[src/rtl/ucomb_cfg_loader_if.sv]
// ----------------------------------------------------------------------------
// ucomb_cfg_loader_if
//   Serial bit-stream handshake into the ucomb_full configuration loader.
//
//   Handshake: a bit moves on a rising clk edge when ser_valid and ser_ready
//   are both high. The master holds ser_data stable while ser_valid is high
//   and ser_ready is low. ser_ready does not depend on ser_valid. ser_valid
//   may drop at any time; the frame then simply stalls.
//
//   Signals:
//     ser_valid  master -> slave  bit on ser_data is valid
//     ser_data   master -> slave  serial bit (word MSB first, parity last)
//     ser_ready  slave  -> master slave accepts a bit this cycle
// ----------------------------------------------------------------------------
interface ucomb_cfg_loader_if;
    logic ser_valid;
    logic ser_data;
    logic ser_ready;

    modport master (
        output ser_valid,
        output ser_data,
        input  ser_ready
    );

    modport slave (
        input  ser_valid,
        input  ser_data,
        output ser_ready
    );
endinterface

[src/rtl/ucomb_cfg_loader.sv]
// ----------------------------------------------------------------------------
// ucomb_cfg_loader
//   Serial configuration writer for one ucomb_full universal-logic cell.
//   Assembles a parity-protected N-bit word ({cfg, wiring}) from a serial
//   stream and commits it atomically to cfg_out. While a new word shifts in,
//   the previously committed word shifts out of ser_out MSB first, so
//   several loaders chain into one scan chain.
//
//   Ports:
//     clk        system clock
//     rst_n      synchronous active-low reset
//     start      one-cycle pulse; begins or restarts a frame
//     ser        serial handshake (slave side of ucomb_cfg_loader_if)
//     ser_out    chain output, MSB of the shadow register
//     cfg_out    committed word {cfg, wiring}, drives ucomb_full `in`
//     cfg_valid  a good word has been committed since reset
//     busy       frame in progress
//     done       one-cycle pulse: word committed
//     err        one-cycle pulse: parity failure, nothing committed
//     dbg_state  current FSM state (IDLE=0, SHIFT=1, PARITY=2)
// ----------------------------------------------------------------------------
module ucomb_cfg_loader #(
    parameter int CFG_W  = 23,
    parameter int WIRE_W = 4
) (
    input  logic                      clk,
    input  logic                      rst_n,
    input  logic                      start,
    ucomb_cfg_loader_if.slave         ser,
    output logic                      ser_out,
    output logic [CFG_W+WIRE_W-1:0]   cfg_out,
    output logic                      cfg_valid,
    output logic                      busy,
    output logic                      done,
    output logic                      err,
    output logic [1:0]                dbg_state
);

    localparam int N  = CFG_W + WIRE_W;
    localparam int CW = $clog2(N) + 1;

    typedef enum logic [1:0] {
        IDLE   = 2'd0,
        SHIFT  = 2'd1,
        PARITY = 2'd2
    } state_t;

    state_t          state_q,     state_d;
    logic [N-1:0]    shadow_q,    shadow_d;
    logic [N-1:0]    cfg_q,       cfg_d;
    logic [CW-1:0]   count_q,     count_d;
    logic            parity_q,    parity_d;
    logic            cfg_valid_q, cfg_valid_d;
    logic            done_q,      done_d;
    logic            err_q,       err_d;
    logic            xfer;

    assign ser.ser_ready = (state_q == SHIFT) || (state_q == PARITY);
    assign xfer          = ser.ser_valid && ser.ser_ready;

    always_comb begin
        state_d     = state_q;
        shadow_d    = shadow_q;
        cfg_d       = cfg_q;
        count_d     = count_q;
        parity_d    = parity_q;
        cfg_valid_d = cfg_valid_q;
        done_d      = 1'b0;
        err_d       = 1'b0;

        if (start) begin
            // start wins over any bit offered in the same cycle; a frame in
            // flight is dropped silently and the old word is reloaded so the
            // chain output restarts from its MSB.
            shadow_d = cfg_q;
            count_d  = '0;
            parity_d = 1'b0;
            state_d  = SHIFT;
        end else begin
            case (state_q)
                SHIFT: begin
                    if (xfer) begin
                        shadow_d = {shadow_q[N-2:0], ser.ser_data};
                        parity_d = parity_q ^ ser.ser_data;
                        count_d  = count_q + 1'b1;
                        if (count_q == CW'(N - 1)) begin
                            state_d = PARITY;
                        end
                    end
                end
                PARITY: begin
                    // The parity bit is checked but never enters the shadow.
                    if (xfer) begin
                        if ((parity_q ^ ser.ser_data) == 1'b0) begin
                            cfg_d       = shadow_q;
                            cfg_valid_d = 1'b1;
                            done_d      = 1'b1;
                        end else begin
                            err_d = 1'b1;
                        end
                        state_d = IDLE;
                    end
                end
                default: ;
            endcase
        end
    end

    always_ff @(posedge clk) begin
        if (!rst_n) begin
            state_q     <= IDLE;
            shadow_q    <= '0;
            cfg_q       <= '0;
            count_q     <= '0;
            parity_q    <= 1'b0;
            cfg_valid_q <= 1'b0;
            done_q      <= 1'b0;
            err_q       <= 1'b0;
        end else begin
            state_q     <= state_d;
            shadow_q    <= shadow_d;
            cfg_q       <= cfg_d;
            count_q     <= count_d;
            parity_q    <= parity_d;
            cfg_valid_q <= cfg_valid_d;
            done_q      <= done_d;
            err_q       <= err_d;
        end
    end

    assign ser_out   = shadow_q[N-1];
    assign cfg_out   = cfg_q;
    assign cfg_valid = cfg_valid_q;
    assign busy      = (state_q != IDLE);
    assign done      = done_q;
    assign err       = err_q;
    assign dbg_state = state_q;

endmodule

[src/flat_wrapper.sv]
// flat-port wrapper written by rule: the top's interface ports become plain ports
module ucomb_cfg_loader_flat 
#(
    parameter int CFG_W  = 23,
    parameter int WIRE_W = 4
)
  (clk, rst_n, start, ser_out, cfg_out, cfg_valid, busy, done, err, dbg_state, ser_ser_valid, ser_ser_data, ser_ser_ready);
  ucomb_cfg_loader_if ser_i ();
  input  logic clk;
  input  logic rst_n;
  input  logic start;
  output logic ser_out;
  output logic [CFG_W+WIRE_W-1:0] cfg_out;
  output logic cfg_valid;
  output logic busy;
  output logic done;
  output logic err;
  output logic [1:0] dbg_state;
  input wire logic [$bits(ser_i.ser_valid)-1:0] ser_ser_valid;
  input wire logic [$bits(ser_i.ser_data)-1:0] ser_ser_data;
  output wire logic [$bits(ser_i.ser_ready)-1:0] ser_ser_ready;
  assign ser_i.ser_valid = ser_ser_valid;
  assign ser_i.ser_data = ser_ser_data;
  assign ser_ser_ready = ser_i.ser_ready;
  ucomb_cfg_loader #(.CFG_W(CFG_W), .WIRE_W(WIRE_W)) u_core (.clk(clk), .rst_n(rst_n), .start(start), .ser(ser_i), .ser_out(ser_out), .cfg_out(cfg_out), .cfg_valid(cfg_valid), .busy(busy), .done(done), .err(err), .dbg_state(dbg_state));
endmodule
[config.mk]
export PLATFORM = sky130hd
export DESIGN_NAME = ucomb_cfg_loader_flat
export DESIGN_NICKNAME = d
export VERILOG_FILES = /design/src/rtl/ucomb_cfg_loader_if.sv /design/src/rtl/ucomb_cfg_loader.sv /design/src/flat_wrapper.sv
export SDC_FILE = /design/constraint.sdc
export NUM_CORES = 1
export LEC_CHECK = 0
export CAP_MARGIN = 20
export CORE_MARGIN = 3
export CORE_UTILIZATION = 49
export DETAILED_ROUTE_END_ITERATION = 8
export PLACE_DENSITY = 0.83
export SYNTH_ARGS = -nofsm -noshare
export SYNTH_HDL_FRONTEND = slang
export SYNTH_SLANG_ARGS = --single-unit
[constraint.sdc]
create_clock -name clk -period 1.4 [get_ports clk]
set_input_delay 0.28 -clock clk [delete_from_list [all_inputs] [get_ports clk]]
set_output_delay 0.28 -clock clk [all_outputs]
set_load 0.02 [all_outputs]
==> flow_metrics.env, run 1 <==
export IMPL_clk_latency_ps=360
export IMPL_synthesized_nets=349
export IMPL_cts_hold_buf=0
export IMPL_grt_overflow_total=0
export IMPL_crit_path_top_delay_cell="sky130_fd_sc_hd__dfxtp_4"
export IMPL_hold_viol=0
export IMPL_critPathTopFamily="buffers and inverters"
export IMPL_grt_pass1_vias=2950
export IMPL_max_vdd_ir_drop_mv=0.944
export IMPL_post_layout_total_power_mw=3.82
export IMPL_grt_start_max_net_pins=42
export IMPL_ios=40
export IMPL_antenna_violations_before_repair=0
export IMPL_worstHoldStart="u_core.cfg_out[1]"
export IMPL_ctsHtreeMaxLevel=3
export IMPL_setup_worst_path_end_class="flip-flop"
export IMPL_worst_path_buf_inv=5
export IMPL_layout_drive_gt1_share_pct=43.6
export IMPL_power_leakage_nw=1.63
export IMPL_tightestPinTransition_ps=384
export IMPL_gp_congestion=0.771
export IMPL_layout_nets=419
export IMPL_site_row_count=27
export IMPL_cts_buffers_inserted=9
export IMPL_area_growth_pct=53.0
export IMPL_mappedNetlistArea_mm2=0.00289
export IMPL_fp_coreArea_mm2=0.00561
export IMPL_crit_arrival_ps=1910
export IMPL_die_height_um=82.8
export IMPL_seq_area_frac_synth_pct=45.7
export IMPL_initial_utilization_pct=51.6
export IMPL_total_of_endpoints_with_negative_setup_slack_in_the_final_report=67
export IMPL_layoutNonFillerInstCount=485
export IMPL_drcViolationCount=0
export IMPL_final_critical_path_setup_slack_ps=-253
export IMPL_syn_instance_count=338
export IMPL_failing_checks="negative setup slack"
export IMPL_post_synth_num_cell_types=34
export IMPL_grt_total_usage_pct=26.6
export IMPL_post_synth_cell_area_avg_um2=8.56
export IMPL_antennaDiodeCount=0
export IMPL_crit_path_start="u_core.dbg_state[0]"
export IMPL_drtPass1Iterations=6
export IMPL_worst_slew_margin_rel_pct=74.4
export IMPL_clk_pin_slew_ps=70
export IMPL_synthesis_yosys_warnings=0
export IMPL_wirelength_um=10600
export IMPL_final_period_minus_worst_setup_slack_ps=1650
export IMPL_worst_endpoint_required_ps=1660
export IMPL_remaining_antenna_violation_count=0
export IMPL_timing_worst_setup_path_type="reg -> reg"
export IMPL_root_buffer_selected_by_cts="sky130_fd_sc_hd__clkbuf_8"
export IMPL_routed_via_count=3124
export IMPL_cp_cell_sequence="inv_4 > buf_6 > ha_4 > buf_6 > nand3b_1 > buf_6 > clkbuf_16 > o21ai_4 > a21boi_2"
export IMPL_die_width_um=82.8
export IMPL_result_of_the_run="complete, but fails checks"
export IMPL_detail_route_iter0_violations=335
export IMPL_clock_tree_from_tritoncts="yes"
export IMPL_route_detailed_vias_per_inst=6.44
export IMPL_maxClockFrequency_mhz=605
export IMPL_place_inst=448
export IMPL_die_area_mm2=0.00686
export IMPL_max_cap_violations=0
export IMPL_critical_path_most_common_cell="sky130_fd_sc_hd__buf_6"
export IMPL_max_stage_delay_ps=360
export IMPL_setup_tns_ps=-9640
export IMPL_timing_hold_worst_class="reg -> reg"
export IMPL_worst_path_max_fanout=6
export IMPL_clock_sinks=66
export IMPL_timing_critical_path_from_type="flip-flop"
export IMPL_slew_violations=0
export IMPL_numPortBuffers=39
export IMPL_ys_ff_latch=66
export IMPL_grt_first_pass_wirelength_um=14600
export IMPL_dp_hpwl_um=4450
export IMPL_ctsLongestPathBuffers=2
export IMPL_rsz0062_at_grt="true"
export IMPL_fin_crit_sh_pct=118
export IMPL_fillCellCount=318
export IMPL_power_per_cell_area_mw_per_mm2=863
export IMPL_holdWs_ps=482
export IMPL_worst_clk_skew_ps=11.0
export IMPL_post_drt_wl_per_cell_um=21.9
export IMPL_crit_reg2reg_launch="u_core.dbg_state[0]"
[metal layers]
layer  part of all wire [%]  routed length, um  track usage [%]
met5                      0                  0                0
met4                    4.5                479             18.9
met3                    7.8                824             4.86
met2                     48               5110             44.0
met1                     40               4200             30.8
[cell usage in the layout (no fill, tap or decap), types with 6 or more instances in the layout]
cell type / count
sky130_fd_sc_hd__o21ai_4: 13
sky130_fd_sc_hd__nand2_1: 32
sky130_fd_sc_hd__nand3_2: 7
sky130_fd_sc_hd__buf_4: 25
sky130_fd_sc_hd__dfxtp_1: 64
sky130_fd_sc_hd__a21boi_2: 21
sky130_fd_sc_hd__clkbuf_8: 10
sky130_fd_sc_hd__clkdlybuf4s15_1: 9
sky130_fd_sc_hd__dlygate4sd2_1: 17
sky130_fd_sc_hd__nand3_1: 21
sky130_fd_sc_hd__buf_6: 13
sky130_fd_sc_hd__o21ai_2: 15
sky130_fd_sc_hd__o21ai_0: 29
sky130_fd_sc_hd__a31oi_1: 25
sky130_fd_sc_hd__a21boi_1: 6
sky130_fd_sc_hd__nand2_2: 20
[logic make-up after synthesis]
group	after synthesis	share of synthesized area [%]
AO/OA/AOI/OAI	121	27.6
flip-flops	66	45.7
adder cells (fa/ha/maj)	6	2.60
buffers and inverters	36	5.93
AND/OR/NAND/NOR	104	16.4
XOR/XNOR	5	1.77
[worst paths after layout]
path | slack (ps) | cells past startpoint | to
worst max-delay path | -250 | 9 | u_core.cfg_out[18]
worst min-delay path | 480 | 2 | u_core.cfg_out[1]
worst max register to register | -250 | 9 | u_core.cfg_out[18]
worst min register to register | 480 | 2 | u_core.cfg_out[1]
[through the flow]
step / worst slack [ps] / utilization (%) / cell area [um2]
CTS: -240 / 73.7 / 4140
global placement: -236 / 62.7 / 3520
detailed placement: -287 / 62.7 / 3520
finish: -253 / 78.9 / 4430
floorplan: -84.9 / - / 2920
global route: -277 / 78.9 / 4430
[area by class of cell]
type,instances,area [um2],area share (%)
sequential,66,1330,30.0
multi-input combinational,236,1890,42.7
inverter,7,31.3,0.707
clock inverter,2,11.3,0.254
timing repair buffer,88,922,20.8
tap,72,90.1,2.04
clock buffer,14,153,3.45
[where the power goes]
part | total [mW] | switching, mW | internal (mW)
registers | 1.97 | 0.0536 | 1.92
clock network | 1.45 | 0.754 | 0.693
logic | 0.403 | 0.239 | 0.165
total | 3.82 | 1.05 | 2.77
[Yosys cell counts, drive strengths merged]
| cell | instances | area (um2) |
|---|---|---|
| nor2b | 1 | 6.26 |
| or4 | 1 | 7.51 |
| o221ai | 1 | 8.76 |
| nand3 | 29 | 150 |
| a21boi | 27 | 278 |
| xor2 | 3 | 33.8 |
| inv | 7 | 26.3 |
| o32ai | 1 | 8.76 |
| ha | 6 | 75.1 |
| clkbuf | 16 | 60.1 |
| nand4 | 2 | 12.5 |
| nand4b | 2 | 17.5 |
| a41oi | 1 | 8.76 |
| nand2 | 57 | 214 |
| o31ai | 1 | 7.51 |
| and3 | 2 | 12.5 |
| and3b | 1 | 8.76 |
| a211oi | 1 | 7.51 |
| or3 | 3 | 18.8 |
| buf | 13 | 85.1 |
| o21ai | 57 | 285 |
| nor2 | 4 | 15.0 |
| nor3 | 1 | 5.00 |
| nand3b | 1 | 7.51 |
| a21oi | 5 | 25.0 |
| dfxtp | 66 | 1320 |
| a31oi | 27 | 169 |
| xnor2 | 2 | 17.5 |
[worst min-delay path: cells and delay by family, from the launching register on]
family             cells  cell delay, ps
DFF                    1             330
AOI/OAI and AO/OA      2             100
[sequential cells by signal (all words and copies together), names as in the netlist]
name,flops
u_core.cfg_out,27
u_core.cfg_valid,1
u_core.count_q,6
u_core.dbg_state,2
u_core.done,1
u_core.err,1
u_core.parity_q,1
u_core.shadow_q,27
[repair_timing]
action,4_1_cts,5_1_grt
gates cloned,6,2
pin swaps,32,59
resized for setup,129,88
hold endpoints to repair,0,0
setup endpoints to repair,97,76
buffers inserted,11,8
Power figures use the tool's default switching activity.
==> run 2, diff against run 1 <==
--- a/config.mk
+++ b/config.mk
@@ -7,9 +7,10 @@
 export LEC_CHECK = 0
 export CAP_MARGIN = 20
 export CORE_MARGIN = 3
-export CORE_UTILIZATION = 49
+export CORE_UTILIZATION = 56
 export DETAILED_ROUTE_END_ITERATION = 8
-export PLACE_DENSITY = 0.83
+export DONT_BUFFER_PORTS = 1
+export PLACE_DENSITY = 0.82
 export SYNTH_ARGS = -nofsm -noshare
 export SYNTH_HDL_FRONTEND = slang
 export SYNTH_SLANG_ARGS = --single-unit
==> flow_metrics.env, run 2 (same netlist as run 1, synthesis figures left out) <==
export IMPL_failing_checks="negative setup slack"
export IMPL_worst_slew_margin_rel_pct=72.3
export IMPL_drcViolationCount=0
export IMPL_maxClockFrequency_mhz=641
export IMPL_final_period_minus_worst_setup_slack_ps=1560
export IMPL_routed_via_count=2788
export IMPL_timing_worst_setup_path_type="reg -> reg"
export IMPL_worstHoldStart="rst_n"
export IMPL_root_buffer_selected_by_cts="sky130_fd_sc_hd__clkbuf_8"
export IMPL_grt_start_max_net_pins=59
export IMPL_switching_share_pct=24.3
export IMPL_area_growth_pct=28.8
export IMPL_max_stage_delay_ps=380
export IMPL_dp_hpwl_um=4110
export IMPL_internal_power_mw=2.93
export IMPL_site_row_count=25
export IMPL_post_route_util_pct=76.9
export IMPL_fp_coreArea_mm2=0.00485
export IMPL_net_switching_power_uw=937
export IMPL_max_vdd_ir_drop_mv=1.04
export IMPL_gp_congestion=0.814
export IMPL_die_height_um=77.9
export IMPL_wirelength_um=9090
export IMPL_initial_utilization_pct=59.7
export IMPL_setup_worst_path_end_class="flip-flop"
export IMPL_antenna_violations_before_repair=0
export IMPL_timing_critical_path_from_type="flip-flop"
export IMPL_regToRegEndpoint="u_core.shadow_q[15]"
export IMPL_final_critical_path_setup_slack_ps=-161
export IMPL_grt_total_usage_pct=24.7
export IMPL_grt_pass1_vias=2417
export IMPL_total_of_endpoints_with_negative_setup_slack_in_the_final_report=63
export IMPL_most_frequent_standard_cell_in_the_layout_excluding_fill_and_tap_cells="sky130_fd_sc_hd__dfxtp_1"
export IMPL_rr_worst_depth=6
export IMPL_max_cap_violations=0
export IMPL_layout_nets=359
export IMPL_layout_drive_gt1_share_pct=33.0
export IMPL_die_width_um=77.9
export IMPL_rsz0062_at_grt="true"
export IMPL_hold_depth=2
export IMPL_tightestPinTransition_ps=415
export IMPL_ctsHtreeMaxLevel=3
export IMPL_result_of_the_run="complete, but fails checks"
export IMPL_ios=40
export IMPL_r2r_slack_ps=-160
export IMPL_hold_viol=0
export IMPL_relative_contribution_of_combinational_cells_to_total_power_pct=7.6
export IMPL_worst_endpoint_required_ps=1670
export IMPL_clock_sinks=66
export IMPL_worst_path_max_fanout=14
export IMPL_route_detailed_vias_per_inst=6.65
export IMPL_power_leakage_nw=1.25
export IMPL_crit_path_top_delay_cell="sky130_fd_sc_hd__dfxtp_4"
export IMPL_antennaDiodeCount=0
export IMPL_share_clk_of_total_power_pct=41.4
export IMPL_holdWs_ps=66.0
export IMPL_sequential_share_of_power_pct=51.0
export IMPL_clk_pin_slew_ps=70
export IMPL_timing_hold_worst_class="in -> reg"
export IMPL_fillCellCount=293
export IMPL_remaining_antenna_violation_count=0
export IMPL_cts_hold_buf=0
export IMPL_crit_reg2reg_launch="u_core.dbg_state[0]"
export IMPL_die_area_mm2=0.00606
export IMPL_clk_latency_ps=350
export IMPL_slew_violations=0
export IMPL_layout_cells_most_common_list="sky130_fd_sc_hd__dfxtp_1 (64), sky130_fd_sc_hd__nand2_1 (44), sky130_fd_sc_hd__o21ai_0 (35)"
export IMPL_detail_route_iter0_violations=368
export IMPL_drtPass1Iterations=5
export IMPL_grt_overflow_total=0
export IMPL_cp_cell_sequence="inv_4 > ha_4 > and3_4 > clkbuf_16 > nand2_1 > a31oi_1"
export IMPL_clock_tree_from_tritoncts="yes"
export IMPL_crit_arrival_ps=1830
export IMPL_fin_crit_sh_pct=111
export IMPL_numPortBuffers=0
export IMPL_ctsLongestPathBuffers=2
export IMPL_critPathTopFamily="flip-flops"
export IMPL_grt_first_pass_wirelength_um=11800
export IMPL_power_per_cell_area_mw_per_mm2=1040
export IMPL_post_drt_wl_per_cell_um=21.7
export IMPL_worst_path_buf_inv=2
export IMPL_min_to="u_core.shadow_q[12]"
export IMPL_worst_clk_skew_ps=8.09
export IMPL_cts_buffers_inserted=9
-- run 2: cell count changes in the layout (fill, tap and decap cells not counted), sizes merged --
cell	previous run	this run
clkbuf	21	19
clkdlybuf4s50	4	0
inv	8	7
buf	50	23
clkdlybuf4s15	10	0
dlygate4sd2	17	0
-- run 2: metrics by stage --
| step | TNS, ps | total power, mW | cells | cell area (um2) | setup slack [ps] |
|---|---|---|---|---|---|
| finish | -5430 | 3.86 | 419 | 3730 | -161 |
| global placement | -19.9 | 2.21 | 392 | 3050 | -19.9 |
| detailed placement | -1290 | 2.22 | 392 | 3050 | -107 |
| floorplan | -1120 | 2.17 | 338 | 2920 | -84.9 |
| CTS | -2880 | 3.79 | 410 | 3330 | -98.0 |
| global route | -8500 | 3.96 | 419 | 3730 | -196 |
-- run 2: layout make-up --
type	instances	area, um2	area share [%]
multi-input cells	236	1680	45.0
flip-flops and latches	66	1330	35.7
repair buffers	28	408	10.9
clock buffers	14	194	5.20
well taps	67	83.8	2.25
inverters	7	31.3	0.839
clock inverters	1	5.00	0.134
-- run 2: metal layers --
layer  GRT usage, %  vias up  part of all wire, %
met5              0        -                    0
met4           13.3        0                  5.2
met2           39.0      181                   49
li1               -     1215                    -
met3           6.61       40                  8.7
met1           30.5     1352                   38
-- run 2: worst max-delay path by stage --
stage	start	endpoint	slack (ps)	cells past startpoint
after floorplan	u_core.dbg_state[0]	u_core.count_q[5]	-80	5
after global placement	u_core.dbg_state[0]	u_core.count_q[5]	-20	5
after detailed placement	u_core.dbg_state[1]	u_core.cfg_out[26]	-110	6
after CTS	u_core.dbg_state[0]	u_core.count_q[5]	-100	5
after global routing	u_core.dbg_state[0]	u_core.shadow_q[15]	-200	6
final	u_core.dbg_state[0]	u_core.shadow_q[15]	-160	6
-- run 2: timing repair --
action	in CTS	in global routing
cloned	0	6
setup endpoints to repair	61	63
pin swaps	9	44
gates resized for setup	15	59
setup buffers	3	3
-- run 2: worst reg2reg max path, cell delays in order, from the launching register on --
cell                        delay (ps)
sky130_fd_sc_hd__dfxtp_4           380
sky130_fd_sc_hd__inv_4              50
sky130_fd_sc_hd__ha_4              320
sky130_fd_sc_hd__and3_4            260
sky130_fd_sc_hd__clkbuf_16         190
sky130_fd_sc_hd__nand2_1            70
sky130_fd_sc_hd__a31oi_1           210
-- run 2: power groups by stage --
stage,combinational [mW],sequential [mW],clock (mW)
6_report,0.293,1.97,1.60
5_1_grt,0.313,1.97,1.68
2_1_floorplan,0.182,1.99,0
3_5_place_dp,0.224,1.99,0
4_1_cts,0.241,1.95,1.59
3_3_place_gp,0.217,1.99,0
